## src/rtl/beepo_fetch.sv

```systemverilog
// beepo_fetch: instruction-fetch unit for the beepo core.
// Owns the PC and drives the synchronous program ROM. Reads in flight are tracked
// by a ROM_LAT-deep tag pipe. Returned words land in a prefetch FIFO whose head
// is presented to decode over valid/ready. Supports redirect with flush, and halt.
// Optional feature: define BEEPO_FETCH_PERF_EN to add the o_perf_issued /
// o_perf_flushed saturating event counters.
module beepo_fetch #(
  parameter int INSTR_W    = 8,
  parameter int ADDR_W     = 8,
  parameter int ROM_LAT    = 1,
  parameter int FIFO_DEPTH = 4,
  parameter int RESET_PC   = 0
) (
  input  logic               i_clk,
  input  logic               i_rst_n,
  output logic [ADDR_W-1:0]  o_rom_addr,
  output logic               o_rom_ce,
  input  logic [INSTR_W-1:0] i_rom_data,
  output logic [INSTR_W-1:0] o_instr,
  output logic [ADDR_W-1:0]  o_instr_pc,
  output logic               o_instr_valid,
  input  logic               i_instr_ready,
  input  logic               i_redirect,
  input  logic [ADDR_W-1:0]  i_redirect_pc,
  input  logic               i_halt
`ifdef BEEPO_FETCH_PERF_EN
  ,
  output logic [31:0]        o_perf_issued,
  output logic [31:0]        o_perf_flushed
`endif
);

  localparam int PTR_W = $clog2(FIFO_DEPTH);
  localparam int CNT_W = $clog2(FIFO_DEPTH + 1);
  localparam int OCC_W = CNT_W + 1;
  localparam logic [ADDR_W-1:0] PC_RST = ADDR_W'(RESET_PC);

  logic [ADDR_W-1:0]  pc_q, pc_d;
  logic [ADDR_W-1:0]  last_addr_q, last_addr_d;
  logic               epoch_q, epoch_d;

  logic               tag_valid_q [ROM_LAT];
  logic               tag_valid_d [ROM_LAT];
  logic [ADDR_W-1:0]  tag_pc_q    [ROM_LAT];
  logic [ADDR_W-1:0]  tag_pc_d    [ROM_LAT];
  logic               tag_epoch_q [ROM_LAT];
  logic               tag_epoch_d [ROM_LAT];

  logic [INSTR_W-1:0] fifo_data_q [FIFO_DEPTH];
  logic [INSTR_W-1:0] fifo_data_d [FIFO_DEPTH];
  logic [ADDR_W-1:0]  fifo_pc_q   [FIFO_DEPTH];
  logic [ADDR_W-1:0]  fifo_pc_d   [FIFO_DEPTH];
  logic [PTR_W-1:0]   rd_ptr_q, rd_ptr_d;
  logic [PTR_W-1:0]   wr_ptr_q, wr_ptr_d;
  logic [CNT_W-1:0]   count_q, count_d;

  logic               pop;
  logic               push;
  logic               issue;
  logic [OCC_W-1:0]   inflight;
  logic [OCC_W-1:0]   occupancy;

  // Credit check: FIFO entries left after this cycle's pop plus reads in flight
  // must leave room for one more read, so the FIFO can never overflow.
  always_comb begin
    inflight = '0;
    for (int i = 0; i < ROM_LAT; i++) begin
      inflight = inflight + OCC_W'(tag_valid_q[i]);
    end
    pop       = (count_q != '0) && i_instr_ready;
    occupancy = OCC_W'(count_q) - OCC_W'(pop) + inflight;
    issue     = !i_halt && !i_redirect && (occupancy < OCC_W'(FIFO_DEPTH));
    push      = tag_valid_q[ROM_LAT-1] && (tag_epoch_q[ROM_LAT-1] == epoch_q) && !i_redirect;
  end

  // PC, last issued address, epoch and tag pipe next-state.
  always_comb begin
    pc_d        = pc_q;
    last_addr_d = last_addr_q;
    epoch_d     = epoch_q;
    tag_valid_d = tag_valid_q;
    tag_pc_d    = tag_pc_q;
    tag_epoch_d = tag_epoch_q;
    if (i_redirect) begin
      pc_d    = i_redirect_pc;
      epoch_d = ~epoch_q;
    end else if (issue) begin
      pc_d        = pc_q + ADDR_W'(1);
      last_addr_d = pc_q;
    end
    tag_valid_d[0] = issue;
    tag_pc_d[0]    = pc_q;
    tag_epoch_d[0] = epoch_q;
    // Redirect also clears older stages so back-to-back redirects that toggle the
    // epoch back cannot resurrect a stale read.
    for (int i = 1; i < ROM_LAT; i++) begin
      tag_valid_d[i] = tag_valid_q[i-1] && !i_redirect;
      tag_pc_d[i]    = tag_pc_q[i-1];
      tag_epoch_d[i] = tag_epoch_q[i-1];
    end
  end

  // Prefetch FIFO next-state: flush on redirect, otherwise push/pop.
  always_comb begin
    fifo_data_d = fifo_data_q;
    fifo_pc_d   = fifo_pc_q;
    rd_ptr_d    = rd_ptr_q;
    wr_ptr_d    = wr_ptr_q;
    count_d     = count_q;
    if (i_redirect) begin
      rd_ptr_d = '0;
      wr_ptr_d = '0;
      count_d  = '0;
    end else begin
      if (push) begin
        fifo_data_d[wr_ptr_q] = i_rom_data;
        fifo_pc_d[wr_ptr_q]   = tag_pc_q[ROM_LAT-1];
        wr_ptr_d              = wr_ptr_q + PTR_W'(1);
      end
      if (pop) begin
        rd_ptr_d = rd_ptr_q + PTR_W'(1);
      end
      count_d = count_q + CNT_W'(push) - CNT_W'(pop);
    end
  end

  // State registers.
  always_ff @(posedge i_clk or negedge i_rst_n) begin
    if (!i_rst_n) begin
      pc_q        <= PC_RST;
      last_addr_q <= PC_RST;
      epoch_q     <= 1'b0;
      rd_ptr_q    <= '0;
      wr_ptr_q    <= '0;
      count_q     <= '0;
      for (int i = 0; i < ROM_LAT; i++) begin
        tag_valid_q[i] <= 1'b0;
        tag_pc_q[i]    <= '0;
        tag_epoch_q[i] <= 1'b0;
      end
      for (int i = 0; i < FIFO_DEPTH; i++) begin
        fifo_data_q[i] <= '0;
        fifo_pc_q[i]   <= '0;
      end
    end else begin
      pc_q        <= pc_d;
      last_addr_q <= last_addr_d;
      epoch_q     <= epoch_d;
      rd_ptr_q    <= rd_ptr_d;
      wr_ptr_q    <= wr_ptr_d;
      count_q     <= count_d;
      tag_valid_q <= tag_valid_d;
      tag_pc_q    <= tag_pc_d;
      tag_epoch_q <= tag_epoch_d;
      fifo_data_q <= fifo_data_d;
      fifo_pc_q   <= fifo_pc_d;
    end
  end

  // Reset masks the chip enable so nothing is issued while reset is held.
  assign o_rom_ce      = issue && i_rst_n;
  assign o_rom_addr    = o_rom_ce ? pc_q : last_addr_q;
  assign o_instr       = fifo_data_q[rd_ptr_q];
  assign o_instr_pc    = fifo_pc_q[rd_ptr_q];
  assign o_instr_valid = (count_q != '0);

`ifdef BEEPO_FETCH_PERF_EN
  logic [31:0] perf_issued_q, perf_issued_d;
  logic [31:0] perf_flushed_q, perf_flushed_d;
  logic [32:0] flushed_sum;

  // Saturating counters: reads issued, and entries discarded by redirect.
  always_comb begin
    perf_issued_d = perf_issued_q;
    if (issue && (perf_issued_q != '1)) begin
      perf_issued_d = perf_issued_q + 32'd1;
    end
    flushed_sum    = {1'b0, perf_flushed_q} + (i_redirect ? 33'(occupancy) : 33'd0);
    perf_flushed_d = flushed_sum[32] ? '1 : flushed_sum[31:0];
  end

  // Perf counter registers.
  always_ff @(posedge i_clk or negedge i_rst_n) begin
    if (!i_rst_n) begin
      perf_issued_q  <= '0;
      perf_flushed_q <= '0;
    end else begin
      perf_issued_q  <= perf_issued_d;
      perf_flushed_q <= perf_flushed_d;
    end
  end

  assign o_perf_issued  = perf_issued_q;
  assign o_perf_flushed = perf_flushed_q;
`endif

endmodule

```

## config.mk

```make
export PLATFORM = sky130hd
export DESIGN_NAME = beepo_fetch
export DESIGN_NICKNAME = d
export VERILOG_FILES = /design/src/rtl/beepo_fetch.sv
export SDC_FILE = /design/constraint.sdc
export NUM_CORES = 1
export LEC_CHECK = 0
export ABC_AREA = 1
export CAP_MARGIN = 20
export CELL_PAD_IN_SITES_DETAIL_PLACEMENT = 1
export CELL_PAD_IN_SITES_GLOBAL_PLACEMENT = 1
export CORE_ASPECT_RATIO = 0.9
export CORE_MARGIN = 4
export CORE_UTILIZATION = 25
export DETAILED_ROUTE_END_ITERATION = 10
export PLACE_DENSITY = 0.57
export SLEW_MARGIN = 40
export SYNTH_ARGS = -nofsm -noshare
export SYNTH_HDL_FRONTEND = slang
export SYNTH_SLANG_ARGS = --single-unit
```

## constraint.sdc

```tcl
create_clock -name i_clk -period 2.6 [get_ports i_clk]
set_input_delay 0.65 -clock i_clk [delete_from_list [all_inputs] [get_ports i_clk]]
set_output_delay 0.65 -clock i_clk [all_outputs]
set_load 0.02 [all_outputs]
```

==> impl_metrics.yaml, run 1 <==
clock_tree:
  clkSinkCount: 98
  clock_latency_at_the_later_pin_of_the_worst_skew_pair_ps: 350
  total_number_of_h_tree_levels: 3
  numCtsBuffers: 9
  postCtsHoldBufs: 0
  clockBufferDepth: 2
  tritoncts: "yes"
  clk_root_buffer_cell: "clkbuf_16"
  clk_transition_reported_paths_ps: 70
synthesis:
  netlist_top_cells_area: "dfrtp_1 50%, nand2_1 16%, o21ai_0 6.2%"
  synth_edf_count: 0
  synth-main-ff-cell: "dfrtp_1"
  yosysTopAreaCell: "dfrtp_1"
  async_flop_share_pct: 100
  synthCells: 584
  synth_cell_types: 30
  synthesis.yosys.warnings: 0
  synth.most_common_cell: "nand2_1"
  ys_seq_area_share_pct: 50.5
  avgSynthCellArea_sq_um: 8.32
  ffs_latches_synth: 98
  postSynthNetCount: 617
  synth_largest_type_area_fraction_pct: 50.5
  synthTopCellsByCount: "201 x nand2_1, 98 x dfrtp_1, 60 x o21ai_0, 43 x nor2_1, 37 x o21ai_1"
  synth_area_sq_um: 4860
finish:
  finish.net_count: 704
  n_fill_cell: 2270
  multi_input_area_sq_um: 2330
  number_of_inserted_diodes: 0
  finalCoreUtilization_pct: 33.4
  seq_area_sq_um: 2450
  post_route_cells_drive_above_1_share_pct: 21.6
  syn2layout_area_growth_pct: 31.6
floorplan:
  fp.dieW_um: 155
  die-area_sq_um: 21700
  floorplan.die.height_um: 140
  fp-row-count: 48
  ioPinCount: 47
  start_util_pct: 25.4
  fp.coreArea_sq_um: 19200
setup_path:
  crit_arrival_ps: 2550
  path_class: "in2out"
  critical_path.cell_chain: "dlygate4sd2_1 > and2_4 > ha_4 > inv_2 > ha_4 > inv_4 > nor2_4 > nand2_2 > nand3_2 > nand2_4 > nor2_4 > nand3_4 > nand2_4 > nand2_4 > buf_6"
  critical_path.startpoint_type: "input pin"
  path_common_cell: "nand2_4"
  timing.critical_path.required_ps: 1950
  slowest_stage: "ha_4"
  timing.critical_path.slowest_cell_delay_ps: 270
  critical_path.max_fanout: 6
  setup.worst_path.start: "i_instr_ready"
  end_kind: "output pin"
  regToRegStartpoint: "count_q[1]"
power_and_ir_drop:
  report.power.total_mw: 6.56
  worst_ir_drop_vdd_v: 0.000571
  power.density_nw_per_um2: 1030
  share_of_total_power_in_sequential_cells_pct: 33.6
  power_share_of_the_combinational_group_pct: 46.4
  p_leak_nw: 3.21
  netSwitchingPower_mw: 2.70
  clkPwrFrac_pct: 20.0
  p_sw_share_pct: 41.2
  intPower_mw: 3.85
sta:
  min_period_over_period_pct: 123
  worst_slew_margin_rel_pct: 52.1
  post-route-worst-setup-slack_ps: -596
  drv_slew: 0
  grt_setup_unrepaired: "true"
  setup_viol: 9
  achievable-frequency_mhz: 313
  tightestPinTransition_ps: 719
  period_minus_slack_ps: 3200
  fin_worst_skew_ps: 9.02
  final-hold-violation-count: 0
drt:
  initialDrtViolationCount: 183
  overall_via_count_from_detail_route: 4342
  drt_pass_1_iters: 4
  routed_wl_um: 15400
  postRouteAntennaNets: 0
  vias_per_cell: 4.69
  drt-wirelength-per-cell_um: 16.6
  drc: 0
place:
  port_buffer_count: 46
  globalplace.congestion: 0.763
  place.detailed.hpwl_um: 10600
outcome:
  violations_in_the_final_reports: "setup timing"
  outcome: "finished, violations left"
grt:
  first_pass_grt_wire_length_um: 25400
  antenna_found_initial: 2
  track_usage_pct: 14.7
  global_route.overflow_total: 0
  maximum_number_of_pins_on_one_net_before_global_route_repair: 60
  vias_in_the_first_global_route: 4608
min_path:
  holdCritStartpoint: "epoch_q"
  worstHoldPathType: "reg2reg"
job:
  max_cap_violations: 0
## layout make-up
class	count	area share (%)
clock buffers	11	3.95
clock inverters	5	0.587
inverters	27	1.72
multi-input cells	431	36.4
flip-flops and latches	98	38.3
well taps	250	4.89
repair buffers	104	14.1
## sequential cells by signal (all words and copies together), names as in the netlist
name,count
fifo_data_q,32
fifo_pc_q,32
last_addr_q,8
pc_q,8
tag_pc_q,8
count_q,3
rd_ptr_q,2
wr_ptr_q,2
epoch_q,1
tag_epoch_q,1
tag_valid_q,1
## layout by cell type, fill, tap and decap left out, types with 2 or more instances in the layout
cell type / instances
inv_4: 2
nand2_4: 16
buf_6: 10
o21ai_2: 12
o21ai_0: 60
clkdlybuf4s50_1: 19
xor2_1: 4
o22ai_1: 15
nand4_1: 9
dfrtp_1: 98
ha_1: 9
a21oi_1: 3
nand3_4: 3
clkbuf_8: 2
nand2_2: 5
nor2_1: 42
clkinvlp_4: 3
inv_2: 8
ha_4: 2
o21ai_1: 37
nand2_1: 181
nor2_4: 8
buf_4: 57
clkbuf_16: 9
inv_1: 16
dlygate4sd2_1: 17
nand3_1: 17
## final timing paths
kind | endpoint | slack (ps) | cells past startpoint
setup reg to reg | last_addr_q[0] | 220 | 16
hold reg to reg | tag_epoch_q | 440 | 0
min in group asynchronous | fifo_pc_q[15] | 540 | 2
max in group asynchronous | fifo_pc_q[26] | 1120 | 3
setup / recovery | o_rom_addr[1] | -600 | 15
hold / removal | tag_epoch_q | 440 | 0
## worst max-delay path: cells and delay by family
family,cells,cell delay [ps]
AND/OR/NAND/NOR,9,1080
buffers and inverters,4,410
adder cells (fa/ha/maj),2,390
## stage by stage
stage	hold WS [ps]	setup TNS, ps	cells	setup WS [ps]	cell area (sq um)
2_1_floorplan	354	-1210	584	-141	4990
3_3_place_gp	426	-16170	900	-1170	5960
3_5_place_dp	426	-22270	900	-1290	5960
4_1_cts	441	-5210	922	-615	6310
5_1_grt	460	-6000	926	-712	6400
6_report	442	-4940	926	-596	6400
## kinds of logic (layout without fill, tap and decap cells)
logic type                 after synthesis  after routing  synth area share [%]
adders and majority gates               12             12                  3.24
AOI/OAI and AO/OA                      129            129                  14.7
DFF                                     98             98                  50.5
and+or+nand+nor                        283            285                  24.6
buffers and inverters                   57            147                  6.07
xor gates and xnor gates                 5              5                 0.901
## timing repair
item,4_1_cts,5_1_grt
gates resized for setup,78,12
pin swaps,21,11
gates cloned,2,0
buffers inserted,4,4
endpoints found under the setup margin,25,10
## routing by layer
layer / share of wire, % / track usage [%] / vias to the layer above
met3: 5.1 / 4.11 / 15
met4: 0.97 / 2.93 / 4
met5: 0.18 / 0 / -
li1: - / - / 2087
met1: 46 / 19.9 / 2151
met2: 48 / 23.6 / 85
## power groups by stage
stage / logic, mW / clock network, mW / registers, mW
2_1_floorplan: 1.69 / 0 / 2.14
3_3_place_gp: 2.86 / 0 / 2.21
3_5_place_dp: 2.95 / 0 / 2.21
4_1_cts: 2.98 / 1.35 / 2.19
5_1_grt: 3.37 / 1.43 / 2.25
6_report: 3.04 / 1.31 / 2.20
Note: power is estimated with default switching activity, not from simulation.
==> run 2, diff against run 1 <==
Settings changed: PLACE_DENSITY 0.57 to 0.55, SLEW_MARGIN 40 to unset.
Clock period 2.6 ns to 3.4 ns, I/O delays scaled along.
==> impl_metrics.yaml, run 2 (synthesis results as in run 1) <==
finish:
  layout.cells.most_common_list: "199 x nand2_1, 98 x dfrtp_1, 60 x o21ai_0, 43 x nor2_1, 37 x o21ai_1"
  finish.net_count: 678
  syn2layout_area_growth_pct: 24.3
  design_area_sq_um: 6040
  n_fill_cell: 2284
  number_of_inserted_diodes: 0
  biggestRegsByFlops: "fifo_data_q: 32 flops, fifo_pc_q: 32 flops"
  post_route_insts_no_fill: 899
  layout.cells.most_common: "nand2_1"
  post_route_cells_drive_above_1_share_pct: 14.8
place:
  place.detailed.hpwl_um: 9480
  preCtsSetupSlack_ps: -889
  dpl.cell_count: 874
  place_area_sq_um: 5630
  port_buffer_count: 46
  globalplace.congestion: 0.732
sta:
  achievable-frequency_mhz: 297
  drv_slew: 0
  fin_worst_skew_ps: 6.23
  worst_slew_margin_rel_pct: 44.7
  post-route-worst-setup-slack_ps: 32.6
  grt_setup_unrepaired: "true"
  final-hold-violation-count: 0
  fin_setup_tns_ps: 0
  tightestPinTransition_ps: 828
  setup_viol: 0
  period_minus_slack_ps: 3370
  min_period_over_period_pct: 99.0
setup_path:
  path_class: "in2out"
  critical_path.max_fanout: 4
  critical_path.n_buffers_inverters: 6
  critical_path_cell_count: 16
  timing.critical_path.required_ps: 2550
  end_kind: "output pin"
  path_delay_family: "simple AND/OR/NAND/NOR gates"
  rr_worst_depth: 17
  critical_path.startpoint_type: "input pin"
  critical_path.cell_chain: "buf_6 > and2_4 > ha_4 > inv_4 > ha_4 > inv_2 > nor2_1 > nand2_1 > nand2_1 > nand2_2 > inv_2 > nor2_4 > buf_6 > nand4_1 > nand2_1 > buf_6"
  slowest_stage: "ha_4"
  crit_arrival_ps: 2520
  timing.critical_path.slowest_cell_delay_ps: 190
clock_tree:
  postCtsHoldBufs: 0
  clock_latency_at_the_later_pin_of_the_worst_skew_pair_ps: 350
  clk_transition_reported_paths_ps: 60
  tritoncts: "yes"
  clk_root_buffer_cell: "clkbuf_16"
  clkSinkCount: 98
  clockBufferDepth: 2
  numCtsBuffers: 9
  total_number_of_h_tree_levels: 3
grt:
  first_pass_grt_wire_length_um: 24900
  maximum_number_of_pins_on_one_net_before_global_route_repair: 59
  antenna_found_initial: 1
  global_route.overflow_total: 0
  vias_in_the_first_global_route: 4487
  track_usage_pct: 14.5
outcome:
  outcome: "finished clean"
power_and_ir_drop:
  power.density_nw_per_um2: 802
  worst_ir_drop_vdd_v: 0.000395
  intPower_mw: 2.92
  power_share_of_the_combinational_group_pct: 43.8
  clkPwrFrac_pct: 21.2
  share_of_total_power_in_sequential_cells_pct: 35.0
  p_leak_nw: 3.02
  netSwitchingPower_mw: 1.92
  p_sw_share_pct: 39.7
floorplan:
  ioPinCount: 47
  die-area_sq_um: 21700
  fp.dieW_um: 155
  start_util_pct: 25.4
  fp-row-count: 48
  floorplan.die.height_um: 140
  fp.coreArea_sq_um: 19200
drt:
  initialDrtViolationCount: 179
  drt_pass_1_iters: 4
  drc: 0
  routed_wl_um: 15100
  vias_per_cell: 4.67
  postRouteAntennaNets: 0
  drt-wirelength-per-cell_um: 16.8
  overall_via_count_from_detail_route: 4197
min_path:
  worstHoldPathType: "reg2reg"
  worstHoldPathCells: 0
job:
  max_cap_violations: 0
==> run 2: cell count changes in the layout (fill, tap and decap cells not counted), sizes merged <==
cell and change:
clkinvlp -3, buf -25, dlygate4sd2 -17, bufinv +1, clkdlybuf4s50 +16, clkbuf +1
==> run 2: worst reg2reg max path: stages (launching register included) <==
cell and delay (ps):
dfrtp_1 400, inv_2 70, nand3_2 80, and2_4 150, ha_4 160, inv_4 50, ha_4 190, inv_2 50
nor2_1 30, nand2_1 90, nand3_2 100, buf_4 150, buf_4 120, buf_4 120, nand4_2 120, nand2_1 230
nand2_1 130, nand2_1 60
==> run 2: power by group through the flow <==
| stage | registers (mW) | clock network, mW | logic (mW) |
|---|---|---|---|
| after detailed placement | 1.71 | 0 | 2.01 |
| after floorplan | 1.62 | 0 | 1.18 |
| final | 1.70 | 1.03 | 2.12 |
| after global placement | 1.71 | 0 | 1.94 |
| after global routing | 1.74 | 1.11 | 2.36 |
| after CTS | 1.69 | 1.07 | 2.08 |
==> run 2: layout make-up <==
cell class / count / area (sq um) / share of cell area [%]
clock inverter: 3 / 40.0 / 0.663
timing repair buffer: 78 / 696 / 11.5
inverter: 27 / 104 / 1.72
multi-input combinational: 431 / 2190 / 36.2
sequential: 98 / 2450 / 40.6
clock buffer: 12 / 246 / 4.08
tap: 250 / 313 / 5.18
==> run 2: through the flow <==
stage / hold WS, ps / util [%] / power, mW
5_1_grt: 456 / 31.5 / 5.21
3_5_place_dp: 429 / 29.4 / 3.72
4_1_cts: 441 / 31.2 / 4.84
2_1_floorplan: 409 / - / 2.80
3_3_place_gp: 421 / 29.4 / 3.65
6_report: 435 / 31.5 / 4.84
==> run 2: layer usage <==
layer  vias to the layer above  share of wire (%)  GRT usage [%]
met1                      2075                 47           18.9
met2                        59                 47           23.7
met5                         -              0.046              0
met3                        17                4.1           3.99
li1                       2044                  -              -
met4                         2                1.4           3.81
==> run 2: final timing paths <==
path                               start         endpoint  slack (ps)
setup / recovery           i_instr_ready    o_rom_addr[0]          30
hold / removal                   epoch_q      tag_epoch_q         430
setup reg to reg              count_q[2]          pc_q[7]        1000
hold reg to reg                  epoch_q      tag_epoch_q         430
max in group asynchronous        i_rst_n          epoch_q        1430
min in group asynchronous        i_rst_n  fifo_data_q[31]         740
==> run 2: repair_timing <==
| action | 4_1_cts | 5_1_grt |
|---|---|---|
| endpoints found under the setup margin | 9 | 9 |
| resized for setup | 55 | 12 |
| hold endpoints to repair | 0 | 0 |
| gates cloned | 2 | 0 |
| buffers inserted | 3 | 5 |
| pin swaps | 8 | 11 |
